<file path="src/rtl/mxpl_result_writer_if.sv">
// Purpose: bundles the result-writer's control, input, SRAM-write and status
//          signals into one interface.
// Ports (signals):
//   start, in_valid, in_data, mem_grant      - driven by the upstream side (master)
//   mem_wr_en, mem_addr, mem_wdata           - SRAM write request from the writer
//   busy, layer_done, overflow               - writer status
// Modports: master = upstream/SRAM-arbiter side, slave = the result writer.
interface mxpl_result_writer_if #(
    parameter int unsigned DATAW = 20,
    parameter int unsigned ADDRW = 12
);
    logic             start;
    logic             in_valid;
    logic [DATAW-1:0] in_data;
    logic             mem_grant;
    logic             mem_wr_en;
    logic [ADDRW-1:0] mem_addr;
    logic [DATAW-1:0] mem_wdata;
    logic             busy;
    logic             layer_done;
    logic             overflow;

    modport master (
        output start, in_valid, in_data, mem_grant,
        input  mem_wr_en, mem_addr, mem_wdata, busy, layer_done, overflow
    );

    modport slave (
        input  start, in_valid, in_data, mem_grant,
        output mem_wr_en, mem_addr, mem_wdata, busy, layer_done, overflow
    );
endinterface

</file>
<file path="src/rtl/mxpl_result_writer.sv">
// Purpose: takes pooled results, applies optional ReLU, queues them in a small
//          FIFO and writes them to consecutive feature-map SRAM addresses,
//          holding each write until the shared port grants it. Counts results
//          per layer, pulses layer_done at the end, flags dropped inputs.
// Ports:
//   clk    - rising-edge clock
//   reset  - asynchronous, active-high
//   bus    - mxpl_result_writer_if.slave (start/in_*/mem_grant in;
//            mem_wr_en/mem_addr/mem_wdata/busy/layer_done/overflow out)
module mxpl_result_writer #(
    parameter int unsigned     DATAW       = 20,
    parameter int unsigned     ADDRW       = 12,
    parameter int unsigned     FIFO_DEPTH  = 4,
    parameter logic [ADDRW-1:0] BASE_ADDR  = '0,
    parameter int unsigned     NUM_RESULTS = 1024,
    parameter bit              RELU_EN     = 1'b1
) (
    input logic                clk,
    input logic                reset,
    mxpl_result_writer_if.slave bus
);
    localparam int unsigned PTRW = $clog2(FIFO_DEPTH);
    localparam int unsigned CNTW = $clog2(FIFO_DEPTH + 1);
    localparam int unsigned ICW  = $clog2(NUM_RESULTS + 1);

    typedef enum logic [1:0] {S_IDLE, S_RUN, S_DRAIN, S_DONE} state_e;

    state_e           state_q, state_d;
    logic [DATAW-1:0] fifo_q [FIFO_DEPTH];
    logic [PTRW-1:0]  wr_ptr_q, wr_ptr_d, rd_ptr_q, rd_ptr_d;
    logic [CNTW-1:0]  count_q, count_d;
    logic [ICW-1:0]   in_cnt_q, in_cnt_d;
    logic [ADDRW-1:0] addr_q, addr_d;
    logic             ovf_q, ovf_d;
    logic             wr_en_q, wr_en_d;
    logic [ADDRW-1:0] mem_addr_q, mem_addr_d;
    logic [DATAW-1:0] wdata_q, wdata_d;
    logic             busy_q, busy_d;
    logic             done_q, done_d;

    logic [DATAW-1:0] push_data;
    logic             full, pop, push, push_ok;

    // Input qualification: a full FIFO still accepts a push if it pops this cycle
    always_comb begin
        push_data = (RELU_EN && bus.in_data[DATAW-1]) ? '0 : bus.in_data;
        full      = (count_q == CNTW'(FIFO_DEPTH));
        pop       = wr_en_q && bus.mem_grant;
        push      = (state_q == S_RUN) && bus.in_valid;
        push_ok   = push && (!full || pop);
    end

    // Next-state, FIFO bookkeeping and registered-output precompute
    always_comb begin
        state_d    = state_q;
        wr_ptr_d   = wr_ptr_q;
        rd_ptr_d   = rd_ptr_q;
        count_d    = count_q;
        in_cnt_d   = in_cnt_q;
        addr_d     = addr_q;
        ovf_d      = ovf_q;
        wr_en_d    = 1'b0;
        mem_addr_d = '0;
        wdata_d    = '0;
        busy_d     = 1'b0;
        done_d     = 1'b0;

        if (pop) begin
            rd_ptr_d = rd_ptr_q + PTRW'(1);
            addr_d   = addr_q + ADDRW'(1);
        end
        if (push_ok) begin
            wr_ptr_d = wr_ptr_q + PTRW'(1);
        end
        case ({push_ok, pop})
            2'b10:   count_d = count_q + CNTW'(1);
            2'b01:   count_d = count_q - CNTW'(1);
            default: count_d = count_q;
        endcase

        case (state_q)
            S_IDLE: begin
                if (bus.start) begin
                    state_d  = S_RUN;
                    addr_d   = BASE_ADDR;
                    in_cnt_d = '0;
                    ovf_d    = 1'b0;
                end
            end
            S_RUN: begin
                // Dropped inputs still count so the layer always terminates
                if (bus.in_valid) begin
                    in_cnt_d = in_cnt_q + ICW'(1);
                    if (!push_ok) begin
                        ovf_d = 1'b1;
                    end
                    if (in_cnt_d == ICW'(NUM_RESULTS)) begin
                        state_d = S_DRAIN;
                    end
                end
            end
            S_DRAIN: begin
                if (count_q == '0) begin
                    state_d = S_DONE;
                end
            end
            S_DONE: begin
                state_d = S_IDLE;
            end
            default: begin
                state_d = S_IDLE;
            end
        endcase

        wr_en_d = ((state_d == S_RUN) || (state_d == S_DRAIN)) && (count_d != '0);
        if (wr_en_d) begin
            mem_addr_d = addr_d;
            // A single entry that was just pushed is not yet readable from storage
            wdata_d    = (push_ok && (count_d == CNTW'(1))) ? push_data : fifo_q[rd_ptr_d];
        end
        busy_d = (state_d != S_IDLE);
        done_d = (state_d == S_DONE);
    end

    // FIFO storage; contents are don't-care while empty, so no reset
    always_ff @(posedge clk) begin
        if (push_ok) begin
            fifo_q[wr_ptr_q] <= push_data;
        end
    end

    // State and output registers
    always_ff @(posedge clk or posedge reset) begin
        if (reset) begin
            state_q    <= S_IDLE;
            wr_ptr_q   <= '0;
            rd_ptr_q   <= '0;
            count_q    <= '0;
            in_cnt_q   <= '0;
            addr_q     <= BASE_ADDR;
            ovf_q      <= 1'b0;
            wr_en_q    <= 1'b0;
            mem_addr_q <= '0;
            wdata_q    <= '0;
            busy_q     <= 1'b0;
            done_q     <= 1'b0;
        end else begin
            state_q    <= state_d;
            wr_ptr_q   <= wr_ptr_d;
            rd_ptr_q   <= rd_ptr_d;
            count_q    <= count_d;
            in_cnt_q   <= in_cnt_d;
            addr_q     <= addr_d;
            ovf_q      <= ovf_d;
            wr_en_q    <= wr_en_d;
            mem_addr_q <= mem_addr_d;
            wdata_q    <= wdata_d;
            busy_q     <= busy_d;
            done_q     <= done_d;
        end
    end

    assign bus.mem_wr_en  = wr_en_q;
    assign bus.mem_addr   = mem_addr_q;
    assign bus.mem_wdata  = wdata_q;
    assign bus.busy       = busy_q;
    assign bus.layer_done = done_q;
    assign bus.overflow   = ovf_q;
endmodule

</file>
<file path="src/flat_wrapper.sv">
// flat-port wrapper written by rule: the top's interface ports become plain ports
module mxpl_result_writer_flat 
#(
    parameter int unsigned     DATAW       = 20,
    parameter int unsigned     ADDRW       = 12,
    parameter int unsigned     FIFO_DEPTH  = 4,
    parameter logic [ADDRW-1:0] BASE_ADDR  = '0,
    parameter int unsigned     NUM_RESULTS = 1024,
    parameter bit              RELU_EN     = 1'b1
)
  (clk, reset, bus_start, bus_in_valid, bus_in_data, bus_mem_grant, bus_mem_wr_en, bus_mem_addr, bus_mem_wdata, bus_busy, bus_layer_done, bus_overflow);
  mxpl_result_writer_if #(.DATAW(DATAW), .ADDRW(ADDRW)) bus_i ();
  input logic clk;
  input logic reset;
  input wire logic [$bits(bus_i.start)-1:0] bus_start;
  input wire logic [$bits(bus_i.in_valid)-1:0] bus_in_valid;
  input wire logic [$bits(bus_i.in_data)-1:0] bus_in_data;
  input wire logic [$bits(bus_i.mem_grant)-1:0] bus_mem_grant;
  output wire logic [$bits(bus_i.mem_wr_en)-1:0] bus_mem_wr_en;
  output wire logic [$bits(bus_i.mem_addr)-1:0] bus_mem_addr;
  output wire logic [$bits(bus_i.mem_wdata)-1:0] bus_mem_wdata;
  output wire logic [$bits(bus_i.busy)-1:0] bus_busy;
  output wire logic [$bits(bus_i.layer_done)-1:0] bus_layer_done;
  output wire logic [$bits(bus_i.overflow)-1:0] bus_overflow;
  assign bus_i.start = bus_start;
  assign bus_i.in_valid = bus_in_valid;
  assign bus_i.in_data = bus_in_data;
  assign bus_i.mem_grant = bus_mem_grant;
  assign bus_mem_wr_en = bus_i.mem_wr_en;
  assign bus_mem_addr = bus_i.mem_addr;
  assign bus_mem_wdata = bus_i.mem_wdata;
  assign bus_busy = bus_i.busy;
  assign bus_layer_done = bus_i.layer_done;
  assign bus_overflow = bus_i.overflow;
  mxpl_result_writer #(.DATAW(DATAW), .ADDRW(ADDRW), .FIFO_DEPTH(FIFO_DEPTH), .BASE_ADDR(BASE_ADDR), .NUM_RESULTS(NUM_RESULTS), .RELU_EN(RELU_EN)) u_core (.clk(clk), .reset(reset), .bus(bus_i));
endmodule
</file>
<file path="config.mk">
export PLATFORM = sky130hd
export DESIGN_NAME = mxpl_result_writer_flat
export DESIGN_NICKNAME = d
export VERILOG_FILES = /design/src/rtl/mxpl_result_writer_if.sv /design/src/rtl/mxpl_result_writer.sv /design/src/flat_wrapper.sv
export SDC_FILE = /design/constraint.sdc
export NUM_CORES = 1
export LEC_CHECK = 0
export ABC_CLOCK_PERIOD_IN_PS = 2790
export CORE_MARGIN = 5
export CORE_UTILIZATION = 52
export DETAILED_ROUTE_END_ITERATION = 7
export HOLD_SLACK_MARGIN = 0.15
export MAX_ROUTING_LAYER = met4
export PLACE_DENSITY = 0.78
export SKIP_LAST_GASP = 1
export SYNTH_ARGS = -nofsm -noshare
export SYNTH_HDL_FRONTEND = slang
export SYNTH_SLANG_ARGS = --single-unit
</file>
<file path="constraint.sdc">
create_clock -name clk -period 2.79 [get_ports clk]
set_input_delay 0.558 -clock clk [delete_from_list [all_inputs] [get_ports clk]]
set_output_delay 0.558 -clock clk [all_outputs]
set_load 0.005 [all_outputs]
</file>
==> impl_metrics.yaml <==
detailed_routing:
  postRouteWirelength_mm: 17.9
  avgViaCountPerCell: 6.17
  final_antenna_net_count: 0
  post_drt_wl_per_cell_um: 20.4
  drt_first_iter_violations: 806
  drt_first_pass_iters: 5
  routed-via-count: 5421
  detail_route.drc_violations: 0
floorplan:
  die_extent_in_y_um: 124
  core_area_um2: 12700
  die-area_um2: 15300
  io_pins: 61
  start_util_pct: 53.1
  row_count: 41
  chip_width_um: 124
cells_and_area:
  post_route_cells_drive_above_1_share_pct: 25.1
  multi_input_comb_area_um2: 2590
  layout-area-overhead-vs-synth_pct: 29.9
  final_nets: 728
  finalCoreUtilization_pct: 69.0
  stdcell_area_um2: 8740
  fillCellCount: 886
  antenna_cells_inserted: 0
  seq_area_um2: 3960
sta:
  max_clock_freq_mhz: 342
  tightestPinTransition_ps: 848
  final_critical_path_setup_slack_ps: -134
  report.final.hold_viol_count: 0
  report.final.slew_viol_count: 0
  finalSetupViolCount: 19
  fin_worst_skew_ps: 10.4
  final_min_period_over_clock_period_pct: 105
  timing.max_slew.rel_slack_pct: 43.4
  min_period_ps: 2920
  worst_hold_slack_ps: 508
  rsz0062_at_grt: "yes"
critical_path:
  crit-reg2reg-launch: "u_core.in_cnt_q[0]"
  timing.critical_path.slowest_stage_cell: "or4_4"
  cp_common_cell: "ha_4"
  timing.critical_path.buf_inv: 1
  cp_data_arrival_time_ps: 3260
  r2r_end: "u_core.bus.mem_wdata[9]"
  type_of_the_worst_setup_path: "reg -> reg"
  reg2reg_slack_ps: -130
  crit_path_max_incr_delay_ps: 530
  worstRegToRegCells: 11
  cp_data_required_time_ps: 3120
  setup.worst_path.start_class: "register"
  crit_path_capture_type: "register"
  cp_top_family: "compound AO/OA/AOI/OAI gates"
  cp_cell_sequence: "ha_4 -> a311o_1 -> o21ai_1 -> and3_1 -> o211ai_1 -> o21a_1 -> ha_4 -> nand2_4 -> or4_4 -> buf_6 -> o32ai_2"
  crit_fanout: 6
clock_network:
  cts_made_buffers: 17
  cts-hold-fix-buffers: 0
  cts.root.buffer_cell: "clkbuf_16"
  clk_pin_slew_ps: 60
  clkLatencyLatePin_ps: 430
  htreeDepth: 4
  cts.path.max_buffers: 2
  clock_sink_count: 143
  tritoncts: "yes"
logic_synthesis:
  synth_cell_type_count: 56
  synthesis.yosys.warnings: 0
  synth-edff-count: 76
  syn_avg_cell_area_um2: 11.5
  syn_inst: 586
  ys_ff_latch: 143
  synth_async_sr_flop_share_pct: 46.9
  postSynthNetCount: 620
  ys.flop_type: "edfxtp_1"
  post_synth_instance_area_um2: 6730
  post_synthesis_sequential_area_ratio_pct: 58.8
global_routing:
  largest_net_degree_at_the_start_of_global_routing: 59
  antenna_found_initial: 0
  grt_pass1_vias: 5318
  gr-usage-met1_pct: 28.7
  globalRouteOverflowTotal: 0
  global_route.usage.met2_pct: 39.2
  grt.total_usage_pct: 23.7
  global_route.peak_usage_layer: "met2"
  wire_length_of_the_first_global_routing_pass_mm: 26.7
  grtUsageMet3_pct: 4.36
power:
  p_per_cell_area_nw_per_um2: 1030
  power_frac_clock_pct: 24.0
  vdd_drop_max_mv: 0.689
  net_switching_power_uw: 3120
  cell_internal_pwr_uw: 5850
  power_switching_share_pct: 34.8
  p_seq_share_pct: 34.8
  static-leakage-power_uw: 0.00340
  combPwrFrac_pct: 41.2
  fin_total_pwr_uw: 8970
job:
  cap_viol_max_count: 0
placement:
  finalWeightedCongestion: 0.869
  detailedPlace.worstSlack_ps: -581
  detailed_place_hpwl_mm: 10.1
  place.port_buffers: 59
  placement.cell_area_um2: 7790
worst_hold_path:
  timing.hold.worst.class: "in -> async"
outcome:
  failing_checks: "setup timing"
  outcome: "complete, but fails checks"
final cells by class:
type	instances	share of cell area [%]
repair buffers	134	14.9
flip-flops and latches	143	45.3
multi-input cells	367	29.7
well taps	172	2.46
inverters	31	1.33
clock inverters	12	1.30
clock buffers	19	5.07
per-layer routing:
metal / part of all wire [%] / up-vias / routed length [um]
met3: 7.8 / 63 / 1400
met5: 0 / - / 0
met1: 39 / 2682 / 6970
li1: - / 2384 / -
met2: 50 / 292 / 8990
met4: 3.0 / 0 / 537
synth_stat cells (all sizes together), types with 2 or more instances:
| cell type | n | area, um2 |
|---|---|---|
| o221a | 18 | 203 |
| clkbuf | 34 | 128 |
| nor4 | 3 | 33.8 |
| nand3 | 13 | 65.1 |
| o21ai | 55 | 275 |
| nand4 | 7 | 43.8 |
| or3 | 2 | 12.5 |
| o41ai | 2 | 17.5 |
| o221ai | 3 | 26.3 |
| a31oi | 2 | 12.5 |
| dfrtp | 67 | 1680 |
| and2 | 6 | 40.0 |
| buf | 12 | 88.8 |
| a21o | 2 | 15.0 |
| nor2b | 2 | 12.5 |
| mux2 | 18 | 203 |
| edfxtp | 76 | 2280 |
| inv | 31 | 116 |
| or4 | 2 | 18.8 |
| nand3b | 3 | 22.5 |
| xnor2 | 8 | 70.1 |
| o22ai | 17 | 106 |
| o211ai | 4 | 35.0 |
| a22o | 2 | 17.5 |
| mux2i | 2 | 20.0 |
| and3 | 3 | 18.8 |
| ha | 8 | 100 |
| o31ai | 4 | 35.0 |
| o32ai | 19 | 253 |
| a21oi | 4 | 20.0 |
| nor2 | 64 | 240 |
| nand2b | 2 | 12.5 |
| nand2 | 21 | 78.8 |
| nor3 | 50 | 250 |
| xor2 | 10 | 87.6 |
what timing repair did:
action	4_1_cts	5_1_grt
gates cloned	1	3
pin swaps	8	5
setup endpoints to repair	20	32
hold endpoints to repair	0	0
setup buffers	19	8
gates resized for setup	8	16
stage by stage:
stage          std cells  TNS, ps
3_5_place_dp         816   -14290
6_report             878    -1730
5_1_grt              878    -3660
2_1_floorplan        586     -890
4_1_cts              867        0
3_3_place_gp         816   -11720
power by group through the flow:
| stage | clock (uW) | sequential, uW | combinational [uW] |
|---|---|---|---|
| floorplan | 0 | 3030 | 2060 |
| global placement | 0 | 3110 | 3040 |
| detailed placement | 0 | 3130 | 3200 |
| CTS | 2160 | 3100 | 3310 |
| global route | 2270 | 3160 | 3930 |
| finish | 2150 | 3120 | 3700 |
flip-flops by register name (all words and copies together) (netlist names):
signal	cells
u_core.fifo_q	76
u_core.bus.mem_wdata	19
u_core.addr_q	12
u_core.bus.mem_addr	12
u_core.in_cnt_q	11
u_core.count_q	3
u_core.rd_ptr_q	2
u_core.state_q	2
u_core.wr_ptr_q	2
u_core.bus.busy	1
u_core.bus.layer_done	1
u_core.bus.mem_wr_en	1
u_core.bus.overflow	1
worst max path at each step:
stage                                   from                       end  slack, ps  cells after the start
after CTS                 u_core.in_cnt_q[0]  u_core.bus.mem_wdata[17]        0.5                     11
final                     u_core.in_cnt_q[0]   u_core.bus.mem_wdata[9]       -130                     11
after floorplan                 bus_in_valid   u_core.bus.mem_wdata[8]        -90                     11
after global routing      u_core.in_cnt_q[0]  u_core.bus.mem_wdata[17]       -240                     11
after detailed placement        bus_in_valid   u_core.bus.mem_wdata[4]       -580                      9
after global placement          bus_in_valid   u_core.bus.mem_wdata[4]       -450                      9
layout by cell type (no fill, tap or decap), types with 6 or more instances in the layout:
| master | synthesis | final |
|---|---|---|
| nand2_1 | 21 | 19 |
| o22ai_1 | 17 | 17 |
| nor2_1 | 64 | 61 |
| clkbuf_16 | 0 | 19 |
| o32ai_2 | 9 | 11 |
| mux2_2 | 18 | 18 |
| clkdlybuf4s50_1 | 0 | 57 |
| xor2_1 | 10 | 10 |
| ha_1 | 8 | 6 |
| nor3_1 | 50 | 48 |
| o21ai_0 | 55 | 53 |
| edfxtp_1 | 76 | 76 |
| buf_4 | 2 | 62 |
| nand4_1 | 7 | 7 |
| inv_1 | 31 | 30 |
| o221a_2 | 18 | 18 |
| dfrtp_1 | 67 | 67 |
| buf_12 | 0 | 9 |
| xnor2_1 | 8 | 8 |
| nand3_1 | 13 | 13 |
kinds of logic after synthesis:
| family | after synthesis | share of synthesized area [%] |
|---|---|---|
| AO/OA/AOI/OAI | 138 | 15.9 |
| XOR/XNOR | 18 | 2.34 |
| adder cells (fa/ha/maj) | 9 | 1.78 |
| buffers and inverters | 77 | 4.94 |
| flip-flops | 143 | 58.8 |
| multiplexers | 20 | 3.31 |
| other | 1 | 0.0557 |
| AND/OR/NAND/NOR | 180 | 12.8 |
Power figures use the tool's default switching activity.
